$ cat config.mk
export PLATFORM = sky130hd
export DESIGN_NAME = led_phase_sequencer
export DESIGN_NICKNAME = d
export VERILOG_FILES = /design/src/rtl/oxi_pkg.sv /design/src/rtl/phase_averager.sv /design/src/rtl/led_phase_sequencer.sv
export SDC_FILE = /design/constraint.sdc
export NUM_CORES = 1
export LEC_CHECK = 0
export ABC_AREA = 1
export BUFFER_PORTS_ARGS = -buffer_cell sky130_fd_sc_hd__buf_2
export CORE_MARGIN = 4
export CORE_UTILIZATION = 39
export CTS_BUF_LIST = sky130_fd_sc_hd__clkbuf_4
export CTS_CLUSTER_SIZE = 10
export DETAILED_ROUTE_END_ITERATION = 12
export GPL_ROUTABILITY_DRIVEN = 0
export PLACE_DENSITY_LB_ADDON = 0.15
export SLEW_MARGIN = 20
export SYNTH_ARGS = -nofsm -noshare
export SYNTH_HDL_FRONTEND = slang
export SYNTH_SLANG_ARGS = --single-unit
$ cat constraint.sdc
create_clock -name CLK -period 2.9 [get_ports CLK]
set_input_delay 0.725 -clock CLK [delete_from_list [all_inputs] [get_ports CLK]]
set_output_delay 0.725 -clock CLK [all_outputs]
set_load 0.02 [all_outputs]
$ cat src/rtl/oxi_pkg.sv
// rtl/oxi_pkg.sv - shared widths, state encoding and channel settings for the LED phase sequencer
package oxi_pkg;
    localparam int ADC_W = 8;
    localparam int DC_W  = 7;
    localparam int PGA_W = 4;
    localparam int DRV_W = 4;

    typedef enum logic [2:0] {
        IDLE,
        RED_SETTLE,
        RED_SAMPLE,
        IR_SETTLE,
        IR_SAMPLE,
        AMB_SETTLE,
        AMB_SAMPLE,
        WAIT_FRAME
    } state_t;

    typedef struct packed {
        logic [DC_W-1:0]  dc;
        logic [PGA_W-1:0] pga;
    } chan_cfg_t;

    function automatic logic is_sample(input state_t s);
        return (s == RED_SAMPLE) || (s == IR_SAMPLE) || (s == AMB_SAMPLE);
    endfunction
endpackage

$ cat src/rtl/phase_averager.sv
// rtl/phase_averager.sv - clear/accumulate/shift averager over a power-of-two ADC window
module phase_averager
    import oxi_pkg::*;
#(
    parameter int SAMPLE_CYC = 4
) (
    input  logic             CLK,
    input  logic             rst,
    input  logic             clr,
    input  logic             en,
    input  logic [ADC_W-1:0] din,
    output logic [ADC_W-1:0] avg
);
    localparam int SHIFT = $clog2(SAMPLE_CYC);
    localparam int ACC_W = ADC_W + SHIFT;

    if ((SAMPLE_CYC < 1) || (SAMPLE_CYC > 64) || ((1 << SHIFT) != SAMPLE_CYC)) begin : g_bad_sample
        $error("SAMPLE_CYC must be a power of two in 1..64");
    end

    logic [ACC_W-1:0] r_acc;
    logic [ACC_W-1:0] w_sum;

    // avg includes the current sample so the last window cycle can be latched directly
    assign w_sum = r_acc + ACC_W'(din);
    assign avg   = ADC_W'(w_sum >> SHIFT);

    always_ff @(posedge CLK) begin
        if (rst || clr) begin
            r_acc <= '0;
        end else if (en) begin
            r_acc <= w_sum;
        end
    end
endmodule

$ cat src/rtl/led_phase_sequencer.sv
// rtl/led_phase_sequencer.sv - RED/IR/ambient LED phase sequencer with per-phase ADC averaging
module led_phase_sequencer
    import oxi_pkg::*;
#(
    parameter int SETTLE_CYC = 4,
    parameter int SAMPLE_CYC = 4,
    parameter int FRAME_CYC  = 1000
) (
    input  logic             CLK,
    input  logic             rst,
    input  logic             enable,
    input  logic [DC_W-1:0]  red_dc,
    input  logic [PGA_W-1:0] red_pga,
    input  logic [DC_W-1:0]  ir_dc,
    input  logic [PGA_W-1:0] ir_pga,
    input  logic [DRV_W-1:0] led_drive_cfg,
    input  logic [ADC_W-1:0] ADC,
    output logic             LED_RED,
    output logic             LED_IR,
    output logic [DRV_W-1:0] LED_DRIVE,
    output logic [DC_W-1:0]  DC_Comp,
    output logic [PGA_W-1:0] PGA_Gain,
    output logic [ADC_W-1:0] RED_ADC_Value,
    output logic [ADC_W-1:0] IR_ADC_Value,
    output logic [ADC_W-1:0] AMB_ADC_Value,
    output logic             out_valid,
    input  logic             out_ready,
    output logic             overrun,
    output logic             busy
);
    localparam int PH_MAX = (SETTLE_CYC > SAMPLE_CYC) ? SETTLE_CYC : SAMPLE_CYC;
    localparam int PH_W   = $clog2(PH_MAX + 1);
    localparam int FR_W   = $clog2(FRAME_CYC);
    localparam logic [PH_W-1:0] SETTLE_LAST = PH_W'(SETTLE_CYC - 1);
    localparam logic [PH_W-1:0] SAMPLE_LAST = PH_W'(SAMPLE_CYC - 1);
    localparam logic [FR_W-1:0] FRAME_LAST  = FR_W'(FRAME_CYC - 1);

    if (SETTLE_CYC < 1) begin : g_bad_settle
        $error("SETTLE_CYC must be at least 1");
    end
    if (FRAME_CYC < 3 * (SETTLE_CYC + SAMPLE_CYC) + 1) begin : g_bad_frame
        $error("FRAME_CYC too short for three phases plus a frame boundary");
    end

    state_t           r_state, w_next_state;
    logic [PH_W-1:0]  r_phase_cnt;
    logic [FR_W-1:0]  r_frame_cnt;
    chan_cfg_t        r_red_cfg, r_ir_cfg, w_red_cfg, w_ir_cfg;
    logic [DRV_W-1:0] r_drive, w_drive;
    logic             w_frame_start, w_settle_done, w_sample_done;
    logic             w_result_load, w_avg_clr, w_avg_en;
    logic [ADC_W-1:0] w_avg, r_red_hold, r_ir_hold;
    logic             w_led_red, w_led_ir, w_busy;
    logic [DRV_W-1:0] w_led_drive;
    logic [DC_W-1:0]  w_dc;
    logic [PGA_W-1:0] w_pga;

    always_comb begin
        w_settle_done = (r_phase_cnt == SETTLE_LAST);
        w_sample_done = (r_phase_cnt == SAMPLE_LAST);
        w_frame_start = enable && ((r_state == IDLE) ||
                                   ((r_state == WAIT_FRAME) && (r_frame_cnt == '0)));
        w_next_state  = r_state;
        case (r_state)
            IDLE:       if (enable)        w_next_state = RED_SETTLE;
            RED_SETTLE: if (w_settle_done) w_next_state = RED_SAMPLE;
            RED_SAMPLE: if (w_sample_done) w_next_state = IR_SETTLE;
            IR_SETTLE:  if (w_settle_done) w_next_state = IR_SAMPLE;
            IR_SAMPLE:  if (w_sample_done) w_next_state = AMB_SETTLE;
            AMB_SETTLE: if (w_settle_done) w_next_state = AMB_SAMPLE;
            AMB_SAMPLE: if (w_sample_done) w_next_state = WAIT_FRAME;
            WAIT_FRAME: if (r_frame_cnt == '0) w_next_state = enable ? RED_SETTLE : IDLE;
            default:    w_next_state = IDLE;
        endcase
    end

    // Shadow values as they will be after this edge, so the first RED cycle already sees new config
    always_comb begin
        w_red_cfg = r_red_cfg;
        w_ir_cfg  = r_ir_cfg;
        w_drive   = r_drive;
        if (w_frame_start) begin
            w_red_cfg = '{dc: red_dc, pga: red_pga};
            w_ir_cfg  = '{dc: ir_dc,  pga: ir_pga};
            w_drive   = led_drive_cfg;
        end
    end

    always_comb begin
        w_led_red   = 1'b0;
        w_led_ir    = 1'b0;
        w_dc        = '0;
        w_pga       = '0;
        w_busy      = (w_next_state != IDLE);
        w_led_drive = (w_next_state == IDLE) ? '0 : w_drive;
        case (w_next_state)
            RED_SETTLE, RED_SAMPLE: begin
                w_led_red = 1'b1;
                w_dc      = w_red_cfg.dc;
                w_pga     = w_red_cfg.pga;
            end
            IR_SETTLE, IR_SAMPLE: begin
                w_led_ir = 1'b1;
                w_dc     = w_ir_cfg.dc;
                w_pga    = w_ir_cfg.pga;
            end
            AMB_SETTLE, AMB_SAMPLE: begin
                w_dc  = w_red_cfg.dc;
                w_pga = w_red_cfg.pga;
            end
            default: ;
        endcase
    end

    always_ff @(posedge CLK) begin
        if (rst) begin
            r_state     <= IDLE;
            r_phase_cnt <= '0;
            r_frame_cnt <= '0;
            r_red_cfg   <= '0;
            r_ir_cfg    <= '0;
            r_drive     <= '0;
            LED_RED     <= 1'b0;
            LED_IR      <= 1'b0;
            LED_DRIVE   <= '0;
            DC_Comp     <= '0;
            PGA_Gain    <= '0;
            busy        <= 1'b0;
        end else begin
            r_state   <= w_next_state;
            r_red_cfg <= w_red_cfg;
            r_ir_cfg  <= w_ir_cfg;
            r_drive   <= w_drive;
            if ((w_next_state != r_state) || (r_state == IDLE) || (r_state == WAIT_FRAME)) begin
                r_phase_cnt <= '0;
            end else begin
                r_phase_cnt <= r_phase_cnt + 1'b1;
            end
            if (w_next_state == IDLE) begin
                r_frame_cnt <= '0;
            end else if (r_frame_cnt == FRAME_LAST) begin
                r_frame_cnt <= '0;
            end else begin
                r_frame_cnt <= r_frame_cnt + 1'b1;
            end
            LED_RED   <= w_led_red;
            LED_IR    <= w_led_ir;
            LED_DRIVE <= w_led_drive;
            DC_Comp   <= w_dc;
            PGA_Gain  <= w_pga;
            busy      <= w_busy;
        end
    end

    assign w_avg_clr     = is_sample(w_next_state) && (w_next_state != r_state);
    assign w_avg_en      = is_sample(r_state);
    assign w_result_load = (r_state == AMB_SAMPLE) && w_sample_done;

    phase_averager #(
        .SAMPLE_CYC (SAMPLE_CYC)
    ) u_avg (
        .CLK (CLK),
        .rst (rst),
        .clr (w_avg_clr),
        .en  (w_avg_en),
        .din (ADC),
        .avg (w_avg)
    );

    always_ff @(posedge CLK) begin
        if (rst) begin
            r_red_hold    <= '0;
            r_ir_hold     <= '0;
            RED_ADC_Value <= '0;
            IR_ADC_Value  <= '0;
            AMB_ADC_Value <= '0;
            out_valid     <= 1'b0;
            overrun       <= 1'b0;
        end else begin
            overrun <= 1'b0;
            if ((r_state == RED_SAMPLE) && w_sample_done) r_red_hold <= w_avg;
            if ((r_state == IR_SAMPLE) && w_sample_done)  r_ir_hold  <= w_avg;
            // Ambient average bypasses its holding register; it completes on this very edge
            if (w_result_load) begin
                RED_ADC_Value <= r_red_hold;
                IR_ADC_Value  <= r_ir_hold;
                AMB_ADC_Value <= w_avg;
                out_valid     <= 1'b1;
                overrun       <= out_valid && !out_ready;
            end else if (out_valid && out_ready) begin
                out_valid <= 1'b0;
            end
        end
    end
endmodule

# ---- Word-level counts from Yosys, hierarchy flattened
# Cells that the tools add are included.
# W data, S select, Z words.
dict set report totals {
  reg_bits 112
  latch_bits 0
  ramBits 0
  rom_bits 0
  in_bits 38
  output_inout_bits 44
  n_memories 0
}
dict set report op_classes {
  addsub 3
  multipliers 0
  div_mod_pow 0
  order_cmp 0
  eq_ne 16
  shift 0
  n_mux 19
  n_bitwise 1
  n_reduce_logical 29
}
# cell n
set ops {}
lappend ops {{$mux W3} 8}
lappend ops {{$pmux W3 S8} 1}
lappend ops {{$mux W11} 2}
lappend ops {{$eq A3 B3 Y1 const B} 7}
lappend ops {{$eq A3 B2 Y1 const B} 5}
lappend ops {{$pmux W7 S2} 1}
lappend ops {{$add A10 B1 Y10 const B} 1}
lappend ops {{$add A10 B8 Y10} 1}
lappend ops {{$eq A10 B10 Y1 const B} 1}
lappend ops {{$logic_not A10 Y1} 1}
lappend ops {{$reduce_or A2 Y1} 5}
lappend ops {{$logic_and A1 B1 Y1} 8}
lappend ops {{$logic_or A1 B1 Y1} 8}
lappend ops {{$pmux W4 S2} 1}
lappend ops {{$eq A3 B1 Y1 const B} 2}
lappend ops {{$logic_not A3 Y1} 2}
lappend ops {{$mux W1} 5}
lappend ops {{$mux W4} 1}
lappend ops {{$reduce_or A4 Y1} 1}
lappend ops {{$add A3 B1 Y3 const B} 1}
lappend ops {{$ne A3 B3 Y1} 1}
lappend ops {{$reduce_bool A3 Y1} 1}
lappend ops {{$reduce_or A3 Y1} 1}
lappend ops {{$reduce_bool A2 Y1} 1}
lappend ops {{other kinds (2)} 2}

# ---- Depth between registers and ports, before layout
# Gate-level depths: netlist of the first run.
dict set report logic_depth {
  word_depth 8
  mapped_depth 15
}

# ---- Cells and area by module
# A second synthesis of the first run with hierarchy kept.
dict set report hier_totals {
  hier_cells 692
  hier_area_um2 5017.3
}
# mod n_inst cells_each area_per_inst_um2 seq_area_each_um2
set by_module_without_submodules {}
lappend by_module_without_submodules {led_phase_sequencer 1 551 4132.7 2042.0}
lappend by_module_without_submodules {phase_averager 1 141 884.6 200.2}

# ---- Worst setup path before layout of the first run
# OpenSTA, ideal clock, no wires.
dict set report synth_path {
  path_type {input to register}
  startpoint {in ADC[0]}
  endpoint {reg u_avg.r_acc[8]}
  setup_ns 0.065
  t_arrival_ns 2.083
  path_slack_ns 0.751
  cell_stages 12
  n_path_buf 0
  cell_sequence {ha_1 > inv_1 > fa_1 > inv_1 > nand3_1 > nand2_1 > nand4_1 > nand3b_1 > nand2_1 > o21ai_0 > inv_1 > nor2_1}
}
dict set report synth_between {
  elab_chain_cells 1
}
# item line_no
set synth_lines {}
lappend synth_lines {{start: declaration} led_phase_sequencer.sv:17} ;# input logic [ADC_W-1:0] ADC,
lappend synth_lines {{$add A10 B8 Y10} phase_averager.sv:25} ;# assign w_sum = r_acc + ACC_W'(din);
lappend synth_lines {{end signal: assignment} phase_averager.sv:32} ;# r_acc <= w_sum;
lappend synth_lines {{end: declaration} phase_averager.sv:21} ;# logic [ACC_W-1:0] r_acc;
# Every way passes these cells.
# A chain may end at the register's enable or synchronous reset.

# ---- Final worst setup path of the first run
dict set report layout_path {
  startpoint {reg r_phase_cnt[0]}
  endpoint {reg u_avg.r_acc[5]}
}
dict set report layout_between {
  elab_chain_cells 8
  elab_cells_between_ends 16
  classes_between {5 x eq/ne; 7 x mux; 4 x reduce/logical}
}
# item line_no
set layout_lines {}
lappend layout_lines {{start: declaration} led_phase_sequencer.sv:46} ;# logic [PH_W-1:0] r_phase_cnt;
lappend layout_lines {{start signal: assignment} led_phase_sequencer.sv:137} ;# r_phase_cnt <= r_phase_cnt + 1'b1;
lappend layout_lines {{$eq A3 B2 Y1 *} {led_phase_sequencer.sv:59, led_phase_sequencer.sv:60}}
lappend layout_lines {{$mux W3, or another cell as far along} led_phase_sequencer.sv:71} ;# AMB_SAMPLE: if (w_sample_done) w_next_state = WAIT_FRAME;
lappend layout_lines {{$pmux W3 S8 *} led_phase_sequencer.sv:64} ;# case (r_state)
lappend layout_lines {{named net w_next_state[1]} led_phase_sequencer.sv:45} ;# state_t r_state, w_next_state;
lappend layout_lines {{$eq A3 B2 Y1 / $eq A3 B3 Y1 (equally long branches)} oxi_pkg.sv:25} ;# return (s == RED_SAMPLE) || (s == IR_SAMPLE) || (s == AMB_SAMPLE);
lappend layout_lines {{$logic_or A1 B1 Y1 (2 in a row)} oxi_pkg.sv:25}
lappend layout_lines {{$logic_and A1 B1 Y1 *} led_phase_sequencer.sv:155} ;# assign w_avg_clr = is_sample(w_next_state) && (w_next_state != r_state);
lappend layout_lines {{$logic_or A1 B1 Y1 *} phase_averager.sv:29} ;# if (rst || clr) begin
# Mark *: on every way through the listed nets, which the timed path passes. The rest lies on a longest branch.

==> summary.txt, run 1 <==
Status
  • Status: finished clean

Die
  • Core outline area: 12110 sq um
  • Die Area: 14290 sq um
  • Core Rows: 40
  • Initial Util: 0.4006
  • Die Wd: 119.5 microns
  • Die H: ~120 microns
  • IO Pins: 82

STA
  • RSZ-0062 raised after global routing: no
  • Min cycle time layout: 2.350 ns
  • Final Hold Fails: 0
  • Worst slew pin tran: just over 0.5 ns
  • Worst clock skew: 0.02020 ns
  • # setup viols final: 0
  • Fin crit share: 0.8105
  • Slew headroom: 0.6548
  • Final setup TNS: 0 ns
  • Max Slew Vio Count: 0
  • Fmax: ~430 MHz

Finish
  • Most common cell after layout, fill and taps aside: nor2_1
  • Fin area: 5555 sq um
  • Commonest non-fill, non-tap cells in the layout: nor2_1, dfxtp_1, nand2_1
  • Layout area overhead: 14.49%
  • N_diodes: 0
  • Share of cells above drive strength 1: 0.1698
  • Fin nets: 787

Synth
  • Cells after synthesis: 655
  • Syn Area/Cell: 7.408 sq um
  • #FFs+latches synth: 112
  • Yosys Warn Count: 0
  • Cell variety after synth: 33
  • Syn_nets: slightly above 700
  • Synthesized cell area: just under 5000 sq um
  • Post-synthesis sequential area ratio: 0.4621

Clocking
  • Post-CTS Setup Repair Bufs: 0
  • CTS Root Cell: clkbuf_4
  • Clock sink count: 112
  • Clk slew on worst S/H paths: 0.15 ns
  • CTS max path bufs: 2
  • CTS tree: built
  • TritonCTS buffer count: 9
  • Hold_buf cts: 0
  • H-tree depth: 3
  • Clock Latency Late Sink: 0.47 ns
  • CTS resizes: 0

Detailed routing
  • Post-route antenna net violation count: 0
  • Iteration-0 DRC count of the detailed router: between 200 and 250
  • Via-to-Cell Ratio: ~4.6
  • Routed wire length per instance: between 10 and 15 microns
  • Total wire length: 10.63 mm
  • DRT Pass-1 Iters: 5
  • Routed vias: between 4k and 5k
  • DR DRC count: 0

Critical path
  • Worst setup SP type: flop
  • Worst Path Required: about 3.3 ns
  • WP data arrival: around 2.7 ns
  • Critical Path Fanout Max: 10
  • Kind of critical path: reg2reg
  • Crit. End Element: flop

Global route
  • Most Used Layer, Global Route: met2
  • Initial antenna violation count: 0
  • Met3 usage: 0.04807
  • First-pass GRT wire length: 18.03 mm
  • Largest net degree at the start of global routing: 49
  • Overall routing resource usage: 0.1537
  • Via count of the first global-routing pass: 3975
  • Grt ovf: 0
  • Met2 usage in global routing: 0.2719
  • Grt met1 use: 0.1794

Placed design
  • Port Buffers: a little over 80
  • Post-DP HPWL: ~7.8 mm
  • Post-place instance area: roughly 5400 sq um

Job
  • MaxCap Viol Count: 0

Pwr
  • Tot Pwr: 0.002712 W
  • Cell Pwr Density: 488.2 nW/um^2
  • Max VDD drop: 0.0003659 V
  • Leak: 2.836 nW

Worst hold path
  • Hold Crit Class: reg2reg
==> critical path, stage by stage, from the launching register on <==
cell and delay, ns:
dfxtp_1 0.35, ha_1 0.19, ha_1 0.20, nand2_1 0.07, inv_1 0.04, o21ai_0 0.24
nand3_1 0.23, inv_1 0.17, ha_1 0.20, inv_1 0.05, o21bai_1 0.16, nand2_1 0.09
nand2_2 0.19, nor2_1 0.07
==> final timing paths <==
path,startpoint,endpoint,slack (ns),depth (start not counted)
worst min-delay path,r_phase_cnt[0],r_phase_cnt[0],0.44,1
worst max register to register,r_phase_cnt[0],u_avg.r_acc[5],0.55,13
worst max-delay path,r_phase_cnt[0],u_avg.r_acc[5],0.55,13
worst min register to register,r_phase_cnt[0],r_phase_cnt[0],0.44,1
==> cells in the mapped netlist (all sizes together) <==
cell type,count,share of area
clkbuf,14,0.011
nand4,6,0.0077
nor3,1,0.0010
mux2i,7,0.014
o21a,1,0.0015
a21oi,22,0.023
a211oi,1,0.0015
nand3,28,0.029
xnor2,2,0.0036
nor2,134,0.11
o21ai,67,0.078
nand3b,2,0.0031
buf,8,0.012
dfxtp,112,0.46
a31oi,1,0.0013
nor4,1,0.0013
inv,96,0.074
ha,17,0.044
nand2,114,0.091
o211ai,7,0.011
clkinv,2,0.0015
fa,1,0.0041
a21o,1,0.0015
or2,2,0.0026
xor2,7,0.013
o21bai,1,0.0015
==> flip-flops by register name, summed over array words and instances, names as in the netlist <==
signal / flops
r_drive: 4
busy: 1
r_frame_cnt: 10
r_ir_hold: 8
r_state: 3
PGA_Gain: 4
r_red_cfg: 11
AMB_ADC_Value: 8
r_red_hold: 8
r_phase_cnt: 3
LED_RED: 1
out_valid: 1
LED_DRIVE: 4
RED_ADC_Value: 8
r_ir_cfg: 11
IR_ADC_Value: 8
overrun: 1
DC_Comp: 7
u_avg.r_acc: 10
LED_IR: 1
==> cells by family after synthesis <==
logic type / after synthesis / share of synthesized area
compound gates: 101 / 0.1194
xor+xnor: 9 / 0.01625
mux: 7 / 0.01444
simple gates: 288 / 0.2411
fa+ha+maj: 18 / 0.04796
flops: 112 / 0.4621
buf+inv: 120 / 0.09876
==> metal layers <==
metal	routed length [microns]	vias up
met3	495	9
li1	-	2191
met1	4798	1857
met4	122	0
met2	5209	65
met5	0	-
==> power by group <==
group | switching [W] | internal, W
combinational | 0.000178 | 0.0000946
sequential | 0.0000158 | 0.00159
clock | 0.000476 | 0.000362
total | 0.000669 | 0.00204
==> per-stage QoR <==
stage	utilization	std cells	hold WS, ns	setup WS [ns]
3_5_place_dp	0.4460	888	0.4177	0.4686
4_1_cts	0.4587	904	0.4382	0.5222
2_1_floorplan	-	655	0.3992	0.7514
3_3_place_gp	0.4460	888	0.4069	0.5124
6_report	0.4587	904	0.4361	0.5496
5_1_grt	0.4587	904	0.4659	0.2930
==> area by class of cell <==
cell class | instances | area (sq um)
inverter | 98 | 367.9
clock buffer | 11 | 82.58
clock inverter | 5 | 71.32
fill | 1259 | 6556
tap | 168 | 210.2
timing repair buffer | 87 | 450.4
sequential | 112 | 2242
multi-input combinational | 423 | 2131
(Power assumes the default switching activity.)
==> inputs of run 2 (changes only) <==
==> constraint.sdc (replaced) <==
create_clock -name CLK -period 2.46 [get_ports CLK]
set_input_delay 0.615 -clock CLK [delete_from_list [all_inputs] [get_ports CLK]]
set_output_delay 0.615 -clock CLK [all_outputs]
set_load 0.02 [all_outputs]
==> summary.txt, run 2 (synthesis results as in run 1) <==
STA
  • Slew headroom: 0.6543 (about the same)
  • Min cycle time layout: 2.232 ns (-0.1183 ns)
  • Fin crit share: 0.9074 (+0.09689)
  • # setup viols final: 0 (unchanged)
  • Worst clock skew: 0.01504 ns (-0.005158 ns)
  • Final Hold Fails: 0 (unchanged)
  • RSZ-0062 raised after global routing: no
  • Worst slew pin tran: 0.5185 ns (+0.0006891 ns)
  • Final setup TNS: 0 ns (unchanged)
  • Fmax: 448.0 MHz (+5.3%)
  • Max Slew Vio Count: 0 (unchanged)

Detailed routing
  • Routed wire length per instance: 11.66 microns (-0.78%)
  • DRT Pass-1 Iters: 4 (-1)
  • Total wire length: 10.56 mm (-0.67%)
  • Routed vias: 4094 (-0.68%)
  • Via-to-Cell Ratio: 4.524 (-0.79%)
  • Iteration-0 DRC count of the detailed router: 238 (+2.6%)
  • Post-route antenna net violation count: 0 (unchanged)
  • DR DRC count: 0 (unchanged)

Worst hold path
  • Hold Path Stages: 3 (+2)
  • Hold Crit Class: in2reg

Clocking
  • TritonCTS buffer count: 9 (unchanged)
  • CTS max path bufs: 2 (unchanged)
  • CTS Root Cell: clkbuf_4
  • CTS tree: built
  • Hold_buf cts: 0 (unchanged)
  • Clk slew on worst S/H paths: 0.15 ns (about the same)
  • H-tree depth: 3 (unchanged)
  • Clock sink count: 112 (unchanged)
  • Clock Latency Late Sink: 0.45 ns (-0.02 ns)

Die
  • Die Area: 14290 sq um (unchanged)
  • IO Pins: 82 (unchanged)
  • Die H: 119.5 microns (unchanged)
  • Core Rows: 40 (unchanged)
  • Initial Util: 0.4006 (unchanged)
  • Die Wd: 119.5 microns (unchanged)
  • Core outline area: 12110 sq um (unchanged)

Pwr
  • Leak: 2.833 nW (about the same)
  • Cell Pwr Density: 557.3 nW/um^2 (+14%)
  • Max VDD drop: 0.0002990 V (-18%)

Finish
  • Filler cells: 1296 (+2.9%)
  • Layout area overhead: 14.41% (about the same)
  • Most common cell after layout, fill and taps aside: nor2_1
  • Commonest non-fill, non-tap cells in the layout: nor2_1, dfxtp_1, nand2_1
  • Multi-input combinational cell area: 2138 sq um (+0.35%)
  • Final cell count without fillers: 905 (+0.11%)
  • Fin nets: 788 (+0.13%)
  • Share of cells above drive strength 1: 0.1737 (+0.003840)
  • N_diodes: 0 (unchanged)
  • Regs by FF count: r_ir_cfg x11, r_red_cfg x11
  • FF/Latch Area: 2242 sq um (unchanged)

Critical path
  • CP max stage delay: 0.34 ns (about the same)
  • Worst setup SP type: flop
  • Worst path cell trace: ha_1 -> ha_1 -> inv_1 -> nand3_1 -> nand2_1 -> a21oi_1 -> nand2_1 -> inv_1 -> ha_1 -> a21oi_2 -> nand2_2 -> a21oi_1
  • Critical Path Fanout Max: 10 (unchanged)
  • Slowest cell on the critical path: dfxtp_1
  • Kind of critical path: reg2reg
  • Depth of the worst register-to-register path: 12 (-1)
  • Worst Path Buf+Inv: 2 (-1)
  • Crit. End Element: flop
  • Crit. path cell count: 12 (-1)
  • R2R setup slack: 0.23 ns (-0.32 ns)
  • Top Family by Delay on Critical Path: adder cells
  • WP data arrival: 2.62 ns (-0.10 ns)
  • Critical Path Most Common Cell: ha_1
  • Worst Path Required: 2.85 ns (-0.42 ns)

Placed design
  • Post-DP HPWL: 7.609 mm (-2.8%)
  • Cells after DPL: 888 (unchanged)
  • Port Buffers: 81 (unchanged)

Global route
  • Largest net degree at the start of global routing: 49 (unchanged)
  • First-pass GRT wire length: 17.82 mm (-1.1%)
  • Overall routing resource usage: 0.1517 (-0.002014)
  • Initial antenna violation count: 0 (unchanged)
  • Via count of the first global-routing pass: 3884 (-2.3%)
  • Grt ovf: 0 (unchanged)

Job
  • MaxCap Viol Count: 0 (unchanged)

Status
  • Status: finished clean
==> run 2: changes by cell type in the layout (fill, tap and decap cells not counted), sizes merged <==
cell	delta
clkinv	+2
buf	+1
bufinv	-1
clkbuf	-1
==> run 2: path summary, 6_finish.rpt <==
check / from / to
min reg2reg: r_phase_cnt[0] / r_phase_cnt[0]
min: led_drive_cfg[2] / r_drive[2]
max: r_phase_cnt[0] / r_frame_cnt[9]
max reg2reg: r_phase_cnt[0] / r_frame_cnt[9]
==> run 2: worst min-delay path: cells and delay by family <==
family	cells	cell delay (ns)
buffers and inverters	1	0.08
and+or+nand+nor	1	0.08
muxes	1	0.07
==> run 2: where the power goes <==
group	leakage (nW)	switching, W	internal, W
sequential	0.910	0.0000192	0.00187
clock	0.0754	0.000565	0.000318
combinational	1.85	0.000209	0.000112
total	2.83	0.000793	0.00230
==> run 2: area by class of cell <==
cell class	count	share of cell area
tap	168	0.03786
multi-input combinational	423	0.3852
inverter	98	0.06626
timing repair buffer	88	0.08249
clock buffer	10	0.01352
sequential	112	0.4039
clock inverter	6	0.01082
==> run 2: per-layer routing <==
layer,track usage,wire [microns],share of wire
met5,0,0,0
met4,0.03221,76,0.0072
met3,0.04430,490,0.046
met2,0.2698,5125,0.49
met1,0.1817,4863,0.46
==> run 2: what timing repair did <==
item,in CTS,in global routing
gates resized for setup,0,2
setup buffers,0,1
endpoints found under the setup margin,0,17
==> run 2: per-stage QoR <==
stage	utilization	instance area [sq um]	hold slack, ns	total power [W]	setup slack, ns
detailed placement	0.4460	5401	0.4209	0.002255	0.1182
global route	0.4584	5552	0.3718	0.003259	0.01652
CTS	0.4571	5537	0.3734	0.003147	0.1754
floorplan	-	4852	0.3992	0.002157	0.4214
finish	0.4584	5552	0.4120	0.003094	0.2278
global placement	0.4460	5401	0.4069	0.002249	0.1738
